===== config.mk =====
export PLATFORM = sky130hd
export DESIGN_NAME = decode_scan_138_flat
export DESIGN_NICKNAME = d
export VERILOG_FILES = /design/src/rtl/decode_pkg.sv /design/src/rtl/decode_scan_138_if.sv /design/src/rtl/decode_scan_seq.sv /design/src/rtl/decode_scan_138.sv /design/src/flat_wrapper.sv
export SDC_FILE = /design/constraint.sdc
export NUM_CORES = 1
export LEC_CHECK = 0
export ABC_AREA = 1
export CORE_MARGIN = 2
export CORE_UTILIZATION = 54
export CTS_CLUSTER_DIAMETER = 30
export CTS_CLUSTER_SIZE = 10
export DETAILED_ROUTE_END_ITERATION = 8
export PLACE_DENSITY = 0.93
export SYNTH_ARGS = -nofsm -noshare
export SYNTH_HDL_FRONTEND = slang
export SYNTH_SLANG_ARGS = --single-unit

===== constraint.sdc =====
create_clock -name clk -period 4.5 [get_ports clk]
set_input_delay 0.9 -clock clk [delete_from_list [all_inputs] [get_ports clk]]
set_output_delay 0.9 -clock clk [all_outputs]
set_load 0.05 [all_outputs]

===== src/rtl/decode_pkg.sv =====
// decode_pkg: shared types, mode constants and the one-hot-low decode helper
// for the '138-family decoders.
package decode_pkg;
   typedef enum logic [1:0] {IDLE, SHOW, BLANK} scan_state_e;
   localparam logic MODE_DIRECT = 1'b0;
   localparam logic MODE_SCAN   = 1'b1;
   localparam int   MAX_OUT     = 256;
   // Callers cast the result down to their own output width.
   function automatic logic [MAX_OUT-1:0] onehot_low(int unsigned a);
      return ~(MAX_OUT'(1) << a);
   endfunction
endpackage


===== src/rtl/decode_scan_138_if.sv =====
// decode_scan_138_if: enables, mode/scan controls and decoded outputs of the
// scanning decoder; master drives the controls, slave is the decoder.
interface decode_scan_138_if #(
   parameter int ADDR_W  = 3,
   parameter int DWELL_W = 8,
   parameter int BLANK_W = 4
);
   localparam int N_OUT = 1 << ADDR_W;
   logic               g1, g2a_n, g2b_n, mode, scan_en;
   logic [ADDR_W-1:0]  addr;
   logic [DWELL_W-1:0] dwell;
   logic [BLANK_W-1:0] blank;
   logic [N_OUT-1:0]   y_n;
   logic [ADDR_W-1:0]  cur_addr;
   logic               busy, frame_done;
   modport master (
      output g1, g2a_n, g2b_n, mode, addr, scan_en, dwell, blank,
      input  y_n, cur_addr, busy, frame_done
   );
   modport slave (
      input  g1, g2a_n, g2b_n, mode, addr, scan_en, dwell, blank,
      output y_n, cur_addr, busy, frame_done
   );
endinterface


===== src/rtl/decode_scan_seq.sv =====
// decode_scan_seq: scan FSM with dwell/blank/address counters; also exposes
// its next-state view so the output register lines up with the state.
module decode_scan_seq
   import decode_pkg::*;
#(
   parameter int ADDR_W  = 3,
   parameter int DWELL_W = 8,
   parameter int BLANK_W = 4
) (
   input  logic               clk,
   input  logic               rst_n,
   input  logic               i_run,
   input  logic [DWELL_W-1:0] i_dwell,
   input  logic [BLANK_W-1:0] i_blank,
   output logic [ADDR_W-1:0]  o_cur_addr,
   output logic               o_busy,
   output logic               o_frame_done,
   output logic               o_show_nxt,
   output logic               o_idle_nxt,
   output logic [ADDR_W-1:0]  o_addr_nxt
);
   scan_state_e        r_state, w_state_nxt;
   logic [ADDR_W-1:0]  r_addr, w_addr_nxt;
   logic [DWELL_W-1:0] r_dwell_cnt;
   logic [BLANK_W-1:0] r_blank, r_blank_cnt;
   logic               r_frame_done, w_show_end, w_blank_end, w_adv, w_start;
   assign w_show_end  = (r_state == SHOW) && (r_dwell_cnt == '0);
   assign w_blank_end = (r_state == BLANK) && (r_blank_cnt == '0);
   assign w_adv       = i_run && ((w_show_end && r_blank == '0) || w_blank_end);
   assign w_start     = i_run && (r_state == IDLE);
   always_comb begin
      w_state_nxt = !i_run ? IDLE :
                    (w_start || w_adv) ? SHOW :
                    w_show_end ? BLANK : r_state;
      w_addr_nxt  = (!i_run || r_state == IDLE) ? '0 :
                    w_adv ? r_addr + ADDR_W'(1) : r_addr;
   end
   // dwell and blank are captured once per step so mid-step edits wait a step.
   always_ff @(posedge clk or negedge rst_n) begin
      if (!rst_n) begin
         r_state      <= IDLE;
         r_addr       <= '0;
         r_dwell_cnt  <= '0;
         r_blank      <= '0;
         r_blank_cnt  <= '0;
         r_frame_done <= 1'b0;
      end else begin
         r_state      <= w_state_nxt;
         r_addr       <= w_addr_nxt;
         r_frame_done <= w_adv && (&r_addr);
         if (w_start || w_adv) begin
            r_dwell_cnt <= i_dwell;
            r_blank     <= i_blank;
         end else if (r_state == SHOW && r_dwell_cnt != '0) begin
            r_dwell_cnt <= r_dwell_cnt - DWELL_W'(1);
         end
         if (w_show_end) r_blank_cnt <= r_blank - BLANK_W'(1);
         else if (r_state == BLANK && r_blank_cnt != '0) r_blank_cnt <= r_blank_cnt - BLANK_W'(1);
      end
   end
   assign o_cur_addr   = r_addr;
   assign o_busy       = r_state != IDLE;
   assign o_frame_done = r_frame_done;
   assign o_show_nxt   = w_state_nxt == SHOW;
   assign o_idle_nxt   = w_state_nxt == IDLE;
   assign o_addr_nxt   = w_addr_nxt;
endmodule


===== src/rtl/decode_scan_138.sv =====
// decode_scan_138: registered '138-style decoder with direct and scan modes;
// enable gating and the y_n register live here, sequencing in decode_scan_seq.
module decode_scan_138
   import decode_pkg::*;
#(
   parameter int ADDR_W  = 3,
   parameter int DWELL_W = 8,
   parameter int BLANK_W = 4
) (
   input logic               clk,
   input logic               rst_n,
   decode_scan_138_if.slave  bus
);
   localparam int N_OUT = 1 << ADDR_W;
   logic              w_en, w_run, w_show_nxt, w_idle_nxt, w_busy, w_frame_done;
   logic [ADDR_W-1:0] w_addr_nxt, w_sel, w_cur_addr;
   logic [N_OUT-1:0]  w_dec, w_y_nxt, r_y_n;
   assign w_en  = bus.g1 & ~bus.g2a_n & ~bus.g2b_n;
   assign w_run = (bus.mode == MODE_SCAN) & bus.scan_en;
   decode_scan_seq #(.ADDR_W(ADDR_W), .DWELL_W(DWELL_W), .BLANK_W(BLANK_W)) u_seq (
      .clk          (clk),
      .rst_n        (rst_n),
      .i_run        (w_run),
      .i_dwell      (bus.dwell),
      .i_blank      (bus.blank),
      .o_cur_addr   (w_cur_addr),
      .o_busy       (w_busy),
      .o_frame_done (w_frame_done),
      .o_show_nxt   (w_show_nxt),
      .o_idle_nxt   (w_idle_nxt),
      .o_addr_nxt   (w_addr_nxt)
   );
   // Decoding the sequencer's next state keeps y_n aligned with cur_addr/busy.
   assign w_sel   = w_idle_nxt ? bus.addr : w_addr_nxt;
   assign w_dec   = N_OUT'(onehot_low(32'(w_sel)));
   assign w_y_nxt = (w_en && (w_idle_nxt || w_show_nxt)) ? w_dec : '1;
   always_ff @(posedge clk or negedge rst_n) begin
      if (!rst_n) r_y_n <= '1;
      else r_y_n <= w_y_nxt;
   end
   assign bus.y_n        = r_y_n;
   assign bus.cur_addr   = w_cur_addr;
   assign bus.busy       = w_busy;
   assign bus.frame_done = w_frame_done;
endmodule


===== src/flat_wrapper.sv =====
// flat-port wrapper written by rule: the top's interface ports become plain ports
module decode_scan_138_flat import decode_pkg::*;
#(
   parameter int ADDR_W  = 3,
   parameter int DWELL_W = 8,
   parameter int BLANK_W = 4
)
  (clk, rst_n, bus_g1, bus_g2a_n, bus_g2b_n, bus_mode, bus_addr, bus_scan_en, bus_dwell, bus_blank, bus_y_n, bus_cur_addr, bus_busy, bus_frame_done);
  decode_scan_138_if #(.ADDR_W(ADDR_W), .DWELL_W(DWELL_W), .BLANK_W(BLANK_W)) bus_i ();
  input logic clk;
  input logic rst_n;
  input wire logic [$bits(bus_i.g1)-1:0] bus_g1;
  input wire logic [$bits(bus_i.g2a_n)-1:0] bus_g2a_n;
  input wire logic [$bits(bus_i.g2b_n)-1:0] bus_g2b_n;
  input wire logic [$bits(bus_i.mode)-1:0] bus_mode;
  input wire logic [$bits(bus_i.addr)-1:0] bus_addr;
  input wire logic [$bits(bus_i.scan_en)-1:0] bus_scan_en;
  input wire logic [$bits(bus_i.dwell)-1:0] bus_dwell;
  input wire logic [$bits(bus_i.blank)-1:0] bus_blank;
  output wire logic [$bits(bus_i.y_n)-1:0] bus_y_n;
  output wire logic [$bits(bus_i.cur_addr)-1:0] bus_cur_addr;
  output wire logic [$bits(bus_i.busy)-1:0] bus_busy;
  output wire logic [$bits(bus_i.frame_done)-1:0] bus_frame_done;
  assign bus_i.g1 = bus_g1;
  assign bus_i.g2a_n = bus_g2a_n;
  assign bus_i.g2b_n = bus_g2b_n;
  assign bus_i.mode = bus_mode;
  assign bus_i.addr = bus_addr;
  assign bus_i.scan_en = bus_scan_en;
  assign bus_i.dwell = bus_dwell;
  assign bus_i.blank = bus_blank;
  assign bus_y_n = bus_i.y_n;
  assign bus_cur_addr = bus_i.cur_addr;
  assign bus_busy = bus_i.busy;
  assign bus_frame_done = bus_i.frame_done;
  decode_scan_138 #(.ADDR_W(ADDR_W), .DWELL_W(DWELL_W), .BLANK_W(BLANK_W)) u_core (.clk(clk), .rst_n(rst_n), .bus(bus_i));
endmodule

==> results_dict.tcl <==
set metrics [dict create \
    vias 1377 \
    fin_setup_tns_ns 0 \
    crit_type "flip-flop to output port" \
    report.power.total_mw 0.7173 \
    drive_above_1_share_pct 19.67 \
    ctsRootBufferMaster "sky130_fd_sc_hd__clkbuf_4" \
    route.detailed.wl_per_inst_um 11.57 \
    area.sequential_sq_um 760.7 \
    final_cell_mix "65 x sky130_fd_sc_hd__nand2_1, 34 x sky130_fd_sc_hd__clkdlybuf4s50_1, 22 x sky130_fd_sc_hd__dfrtp_1" \
    area_growth_pct 25.41 \
    clk-insertion-delay-late_ns 0.34 \
    num_antenna_cells 0 \
    cts.repair.resized 0 \
    synth_xor_area_share_pct 3.651 \
    top_ports 35 \
    timing.max_slew.rel_slack_pct 65.40 \
    hold_buffers 0 \
    place_hpwl_um 2468 \
    grt_util_met1_pct 25.98 \
    yosys.cell_types.count 28 \
    post-place-cells 269 \
    combinational_family_with_the_most_area_after_synthesis "simple AND/OR/NAND/NOR gates" \
    register_to_register_path_depth 10 \
    ff2ff_setup_slack_ns 2.59 \
    dieHeight_um 59.76 \
    final.period_utilization_pct 59.06 \
    clock_tree_from_tritoncts "done" \
    place_congestion 0.8392 \
    holdCritPathClass "flip-flop to flip-flop" \
    setup_fix_bufs_post_cts 0 \
    globalRouteMet3Util_pct 7.792 \
    syn-cell-area_sq_mm 0.001679 \
    clk_transition_reported_paths_ns 0.10 \
    avg_inst_size_synth_sq_um 8.271 \
    netlist_instances 203 \
    crit_fanout 3 \
    layout.nets 270 \
    fillers 230 \
    synthAdderAreaFrac_pct 3.726 \
    hold_path_endpoint "u_core.u_seq.r_blank_cnt[3]" \
    first_iter_violations 29 \
    crit_path_max_incr_delay_ns 0.82 \
    max-vdd-ir-drop_mv 0.2672 \
    worstMarginPinSlew_ns 0.5174 \
    critical_path.endpoint_type "output port" \
    clock_sinks 30 \
    h-tree-depth 2 \
    floorplan.rows 20 \
    core_sq_mm 0.003003 \
    grt_start_max_net_pins 31 \
    min_period_ns 2.658 \
    rsz0062_at_grt "false" \
    groute.layer.met2.usage_pct 34.78 \
    fp.dieW_um 59.76 \
    timing.critical_path.cells "inv_2 -> nand2_1 -> clkdlybuf4s50_1" \
    global_route.peak_usage_layer "met2" \
    mappedNetlistNets 230 \
    layout.cells.most_common "sky130_fd_sc_hd__nand2_1" \
    first_global_vias 1296 \
    setup.worst_path.start_class "flip-flop" \
    global_route.usage.total_pct 21.68 \
    crit-reg2reg-launch "u_core.u_seq.r_dwell_cnt[0]" \
    status "finished, final reports clean" \
    yosys_register_bits 30 \
    setup_viol 0 \
    powerDensity_mw_per_mm2 340.6 \
    antenna_found_initial 0 \
    timing.hold.ws_ns 0.5026 \
    hold_violations 0 \
    buffer_ports.inserted 34 \
    cts_max_path_buffers 2 \
    max_cap_viol_count 0 \
    yosysSeqAreaShare_pct 45.31 \
    critical_path.slowest_cell "sky130_fd_sc_hd__clkdlybuf4s50_1" \
    grt-ovfl-total 0 \
    final_slew_violations 0 \
    r2r-end "u_core.u_seq.r_blank_cnt[2]" \
    hold_start "u_core.u_seq.r_blank_cnt[3]" \
    multi_input_comb_area_sq_um 798.3 \
    synth_compound_area_share_pct 8.271 \
    dr.pass1.iters 4 \
    avgViaCountPerCell 4.971 \
    crit_buf_inv 2 \
    final.setup_skew_ns 0.009426 \
    finalWirelength_um 3205 \
    post_route_insts_no_fill 277 \
    tritoncts.num_buffers 5 \
    total_leakage_power_nw 1.040 \
    synth-warning-count 0 \
    maxClockFrequency_mhz 376.3 \
    grt_pass1_wl_um 5595 \
    antenna_violating_nets_post_route 0 \
    timing.critical_path.max_delay_family "buffers and inverters" \
    holdPathStages 2 \
    yosys.area_share.simple_pct 31.89 \
    yosys-mux-area-fraction_pct 0 \
    initial_cell_density_of_the_core_pct 55.92 \
    drt_drc_violations_left 0 \
    die_area_sq_mm 0.003571 \
    cp_data_arrival_time_ns 1.76 \
    critical_path_required_ns 3.60 \
]
## synthesized netlist by cell type
cell / instances / area (sq um)
sky130_fd_sc_hd__inv_2: 5 / 18.77
sky130_fd_sc_hd__dfrtp_1: 22 / 550.5
sky130_fd_sc_hd__a21oi_2: 1 / 8.760
sky130_fd_sc_hd__and2_0: 1 / 6.260
sky130_fd_sc_hd__nand3_1: 7 / 35.03
sky130_fd_sc_hd__o21ai_0: 3 / 15.01
sky130_fd_sc_hd__inv_1: 21 / 78.83
sky130_fd_sc_hd__nand3_2: 2 / 20.02
sky130_fd_sc_hd__o21ai_2: 5 / 43.79
sky130_fd_sc_hd__nor2_2: 5 / 31.28
sky130_fd_sc_hd__nor2_4: 2 / 22.52
sky130_fd_sc_hd__a21oi_1: 4 / 20.02
sky130_fd_sc_hd__o21ai_1: 3 / 15.01
sky130_fd_sc_hd__xnor2_1: 3 / 26.28
sky130_fd_sc_hd__nand2_2: 7 / 43.79
sky130_fd_sc_hd__nor3_1: 1 / 5.000
sky130_fd_sc_hd__nor3b_1: 1 / 7.510
sky130_fd_sc_hd__ha_1: 5 / 62.56
sky130_fd_sc_hd__nand2_4: 4 / 45.04
sky130_fd_sc_hd__xor2_1: 4 / 35.03
sky130_fd_sc_hd__nand2_1: 65 / 244.0
sky130_fd_sc_hd__buf_6: 2 / 22.52
sky130_fd_sc_hd__o211ai_1: 4 / 30.03
sky130_fd_sc_hd__dfstp_2: 8 / 210.2
sky130_fd_sc_hd__nand4_2: 1 / 12.51
sky130_fd_sc_hd__nand4_1: 1 / 6.260
sky130_fd_sc_hd__o22ai_1: 1 / 6.260
sky130_fd_sc_hd__nor2_1: 15 / 56.30
## cell type report
cell class                      instances  share of cell area (%)
Multi-Input combinational cell        145                   37.91
Sequential cell                        30                   36.13
Timing Repair Buffer                   35                   16.52
Inverter                               26                   4.635
Clock buffer                            7                   2.614
Tap cell                               33                   1.961
Clock inverter                          1                  0.2377
## metal layers
metal  part of all wire [%]  wire [um]
met4                    1.9         61
met2                     49       1575
met1                     44       1426
met3                    4.4        141
met5                      0          0
## kinds of logic after synthesis
group                    count (synthesis)
AO/OA/AOI/OAI                           21
flip-flops                              30
AND/OR/NAND/NOR                        112
XOR/XNOR                                 7
adder cells (fa/ha/maj)                  5
buffers and inverters                   28
## worst max-delay path by stage
stage	slack, ns	endpoint	cells past startpoint	from
3_5_place_dp	2.08	u_core.bus.y_n[6]	8	bus_scan_en
2_1_floorplan	2.69	u_core.bus.y_n[6]	7	bus_mode
4_1_cts	1.82	bus_busy	3	u_core.u_seq.r_state[1]
3_3_place_gp	2.14	u_core.bus.y_n[2]	8	bus_mode
6_report	1.84	bus_busy	3	u_core.u_seq.r_state[1]
5_1_grt	1.78	bus_busy	3	u_core.u_seq.r_state[1]
## registers in the layout, summed over array words and instances (netlist names)
signal / flops
u_core.u_seq.o_frame_done: 1
u_core.u_seq.r_blank_cnt: 4
u_core.u_seq.r_dwell_cnt: 8
u_core.u_seq.o_cur_addr: 3
u_core.u_seq.r_blank: 4
u_core.u_seq.r_state: 2
u_core.bus.y_n: 8
## tightest hold or removal path, cell delays in order, from the launching register on
cell and delay (ns):
sky130_fd_sc_hd__dfrtp_1 0.36, sky130_fd_sc_hd__nand2_1 0.06, sky130_fd_sc_hd__nand2_1 0.06
## metrics by stage
stage	cell area (sq um)	setup WS, ns	util, %
floorplan	1679	2.692	-
global route	2106	1.781	70.13
global placement	2046	2.140	68.13
finish	2106	1.842	70.13
detailed placement	2046	2.080	68.13
CTS	2106	1.822	70.13
## where the power goes
group / leakage (nW) / total (mW) / internal [mW] / switching (mW)
combinational: 0.637 / 0.207 / 0.0914 / 0.116
sequential: 0.367 / 0.341 / 0.306 / 0.0345
clock: 0.0353 / 0.170 / 0.0756 / 0.0941
total: 1.04 / 0.717 / 0.473 / 0.244
No activity file was read; power rests on OpenSTA's default activity.
